==> src/rtl/pifo_sched_pkg.sv <==
// Shared scheduler definitions: default descriptor field positions, pause FSM
// states and the default-width rank/port types.
package pifo_sched_pkg;

  localparam int ROOT_RANK_START_DEF = 12;
  localparam int ROOT_RANK_END_DEF   = 29;
  localparam int ROOT_VALID_POS_DEF  = 31;
  localparam int RANK_W_DEF          = ROOT_RANK_END_DEF - ROOT_RANK_START_DEF + 1;
  localparam int PORT_W_DEF          = 2;
  localparam int TIMER_W_DEF         = 16;

  typedef enum logic {
    PAUSE_IDLE   = 1'b0,
    PAUSE_ACTIVE = 1'b1
  } pause_state_t;

  typedef logic [RANK_W_DEF-1:0] rank_t;
  typedef logic [PORT_W_DEF-1:0] port_t;

endpackage

==> src/rtl/gpfc_pause_timer.sv <==
// Per-port GPFC pause: latches the pause rank and holds the port paused for
// exactly `quanta` cycles; a fresh update always reloads the timer.
module gpfc_pause_timer
  import pifo_sched_pkg::*;
#(
  parameter int RANK_W  = RANK_W_DEF,
  parameter int TIMER_W = TIMER_W_DEF
) (
  input  logic               clk,
  input  logic               rst,
  input  logic               upd,
  input  logic [RANK_W-1:0]  upd_rank,
  input  logic [TIMER_W-1:0] upd_quanta,
  output logic               active,
  output logic [RANK_W-1:0]  rank
);

  pause_state_t       state;
  logic [TIMER_W-1:0] timer;

  always_ff @(posedge clk) begin
    if (rst) begin
      state <= PAUSE_IDLE;
      timer <= '0;
      rank  <= '0;
    end else if (upd) begin
      if (upd_quanta != '0) begin
        state <= PAUSE_ACTIVE;
        timer <= upd_quanta;
        rank  <= upd_rank;
      end else begin
        state <= PAUSE_IDLE;
        timer <= '0;
      end
    end else if (state == PAUSE_ACTIVE) begin
      // the cycle holding timer==1 is the last paused one
      if (timer == TIMER_W'(1)) begin
        state <= PAUSE_IDLE;
        timer <= '0;
      end else begin
        timer <= timer - TIMER_W'(1);
      end
    end
  end

  assign active = (state == PAUSE_ACTIVE);

endmodule

==> config.mk <==
export PLATFORM = sky130hd
export DESIGN_NAME = gpfc_pause_timer
export DESIGN_NICKNAME = d
export VERILOG_FILES = /design/src/rtl/pifo_sched_pkg.sv /design/src/rtl/gpfc_pause_timer.sv
export SDC_FILE = /design/constraint.sdc
export NUM_CORES = 1
export LEC_CHECK = 0
export CAP_MARGIN = 25
export CORE_MARGIN = 1.5
export CORE_UTILIZATION = 50
export CTS_CLUSTER_SIZE = 40
export DETAILED_ROUTE_END_ITERATION = 16
export PLACE_DENSITY = 0.8
export SLEW_MARGIN = 10
export SYNTH_ARGS = -nofsm -noshare
export SYNTH_HDL_FRONTEND = slang
export SYNTH_SLANG_ARGS = --single-unit
==> constraint.sdc <==
create_clock -name clk -period 3.4 [get_ports clk]
set_clock_uncertainty 0.1 [all_clocks]
set_input_delay 0.68 -clock clk [delete_from_list [all_inputs] [get_ports clk]]
set_output_delay 0.68 -clock clk [all_outputs]
set_load 0.01 [all_outputs]
==> run_results.csv <==
group,metric,value,unit
sta,setup_violations,0,
place,port-buffer-count,55,
drt,ant_nets,0,
sta,finalMaxSlewViolations,0,
clock_tree,cts_tree,"yes",
drt,remaining_drc_errors,0,
power,p_per_area,438,nW/um2
sta,fin_crit,2.67,ns
global_routing,grt_pass1_vias,1859,
power,leakage,1.01,nW
final_layout,final_util,0.760,
yosys,yosysWarnings,0,
global_routing,grt_max_degree,18,
global_routing,antenna_found_initial,0,
critical_path,cp-start-kind,"input pin",
yosys,synthMuxAreaShare,0.0968,
drt,via_per_inst,6.08,
yosys,yosys.area_share.simple,0.261,
clock_tree,cts.clk_slew.worst_paths,0.07,ns
power,vdd_ir_drop_max,0.303,mV
floorplanning,fp.dieArea,4100,um2
yosys,post_synth.cell_area_avg,8.78,um2
sta,hold_viol,0,
sta,rsz0062_at_grt,"no",
final_layout,drive_above_1_share,0.0989,
clock_tree,cts-root-buf,"clkbuf_8",
critical_path,criticalPathCategory,"in -> reg",
global_routing,grt_first_pass_wirelength,9000,um
floorplanning,initial_core_util,0.541,
yosys,synth.net_count,251,
yosys,synthAdderAreaFrac,0.0134,
global_routing,grt_overflow,0,
critical_path,crit_fanout,14,
drt,wl,5510,um
yosys,synth_ff_type,"dfxtp_1",
floorplanning,num_rows,21,
place,gp_congestion,0.965,
yosys,synth_area_leaders,"dfxtp_1, mux2i_1, nor2_1",
floorplanning,io_pins,56,
drt,avgRoutedWirePerCell,17.3,um
yosys,yosys.cell_types.count,51,
sta,slew_headroom,0.471,
sta,fin_crit_sh,0.784,
clock_tree,post_cts.repair.setup_buffers,0,
final_layout,syn_to_final_growth,40.5,%
clock_tree,cts_buffers,5,
yosys,synth-compound-area-share,0.194,
yosys,synth_edf_count,0,
drt,dr_total_vias,1940,
yosys,syn-instance-count,212,
clock_tree,postCtsResizedCells,0,
clock_tree,htree_levels,2,
floorplanning,die_h,64.0,um
drt,detail_route.first_pass.iterations,5,
clock_tree,worstSkewPairLatency,0.29,ns
drt,drt_iter0_drc,190,
yosys,yosysTopAreaCell,"dfxtp_1",
place,hpwl,4020,um
hold_path,holdCritPathClass,"reg -> reg",
yosys,synthArstFlopShare,0,
yosys,ys_ff_latch,35,
floorplanning,coreArea,3440,um2
yosys,synth_top_family_by_area,"simple AND/OR/NAND/NOR gates",
yosys,netlist.area_leader.share,0.376,
run_status,status,"finished clean",
sta,fin_tns_setup,0,ns
yosys,ys_seq_area_frac,0.376,
critical_path,endpoint_kind,"flop",
clock_tree,cts_sinks,35,
clock_tree,hold_buffers,0,
final_layout,finalNetCount,311,
yosys,syn_area,1860,um2
yosys,synth_xor_area_frac,0.0188,
critical_path,arrival,2.73,ns
global_routing,grt_usage,0.282,
sta,worstMarginPinSlew,0.792,ns
floorplanning,die_x,64.0,um
clock_tree,clockBufferDepth,2,
sta,fmax,0.375,GHz
critical_path,crit_required,3.46,ns
run,maxCapViolations,0,
final_layout,diodes,0,
## cell type report
cell class	count	area, um2
repair buffers	62	616
clock inverters	2	35.0
inverters	7	26.3
multi-input cells	161	1100
fillers	262	826
clock buffers	6	82.6
flip-flops and latches	35	701
well taps	46	57.6
## cells in the mapped netlist (all sizes together), types with 2 or more instances
| library cell | number |
|---|---|
| nor3b | 2 |
| o22ai | 2 |
| or3 | 2 |
| nor3 | 6 |
| o211ai | 2 |
| or4b | 2 |
| a21oi | 8 |
| nand2b | 3 |
| nand2 | 10 |
| o2111ai | 3 |
| a32o | 3 |
| mux2i | 18 |
| a31oi | 5 |
| clkbuf | 6 |
| o21ai | 6 |
| inv | 7 |
| ha | 2 |
| or4 | 2 |
| a32oi | 4 |
| or2 | 4 |
| nor2 | 33 |
| dfxtp | 35 |
| a41oi | 2 |
| buf | 3 |
| xor2 | 4 |
| a211oi | 4 |
| nand3 | 11 |
| nor4 | 6 |
| and3 | 2 |
| o311ai | 2 |
## placed cells by master, fill, tap and decap left out, drive strengths merged, types with 3 or more instances in the layout
cell / instances
inv: 7
a32oi: 4
nand2: 10
a32o: 3
a21oi: 8
nor4: 6
o21ai: 6
nor3: 6
nand2b: 3
nor2: 33
a31oi: 5
dfxtp: 35
xor2: 4
o2111ai: 3
clkbuf: 6
nand3: 11
or2: 4
buf: 7
a211oi: 4
clkdlybuf4s50: 55
mux2i: 18
## flip-flops by register name, indices dropped and copies added (netlist names)
signal / cells
rank: 18
timer: 16
active: 1
## per-layer routing
metal | track usage | vias to the layer above | part of all wire
met2 | 0.445 | 92 | 0.47
met4 | 0.106 | 0 | 0.015
met5 | 0 | - | 0
li1 | - | 925 | -
met1 | 0.379 | 912 | 0.42
met3 | 0.0546 | 11 | 0.088
## worst max-delay path, stage by stage
cell and delay [ns]:
clkdlybuf4s50_1 0.42, nor4_1 0.68, a41oi_4 0.39, buf_12 0.27
a32oi_1 0.18, a211oi_1 0.10
## report_power, final
| part | total [mW] | leakage [nW] | switching [mW] | internal (mW) |
|---|---|---|---|---|
| Combinational | 0.274 | 0.660 | 0.134 | 0.139 |
| Clock | 0.391 | 0.0612 | 0.154 | 0.237 |
| Sequential | 0.480 | 0.290 | 0.0400 | 0.440 |
| Total | 1.15 | 1.01 | 0.328 | 0.817 |
## worst paths after layout
path	slack, ns	endpoint	start	cells after the start
hold reg to reg	0.40	rank[12]	rank[12]	2
setup reg to reg	1.15	timer[12]	timer[0]	6
setup / recovery	0.73	timer[0]	upd_quanta[8]	6
hold / removal	0.40	rank[12]	rank[12]	2
## stage by stage
stage	std cells	total power [mW]	hold WS (ns)	area, um2	setup WS (ns)
after floorplan	212	0.634	0.409	1860	1.41
after global placement	311	0.752	0.374	2500	0.507
after detailed placement	311	0.755	0.384	2500	0.478
after CTS	319	1.14	0.408	2620	0.759
after global routing	319	1.19	0.440	2620	0.648
final	319	1.15	0.397	2620	0.734
## kinds of logic after synthesis
| kind of cell | Yosys count |
|---|---|
| xor+xnor | 4 |
| mux | 18 |
| compound gates | 49 |
| fa+ha+maj | 2 |
| buf+inv | 16 |
| flops | 35 |
| simple gates | 88 |
No activity file was read; power rests on OpenSTA's default activity.
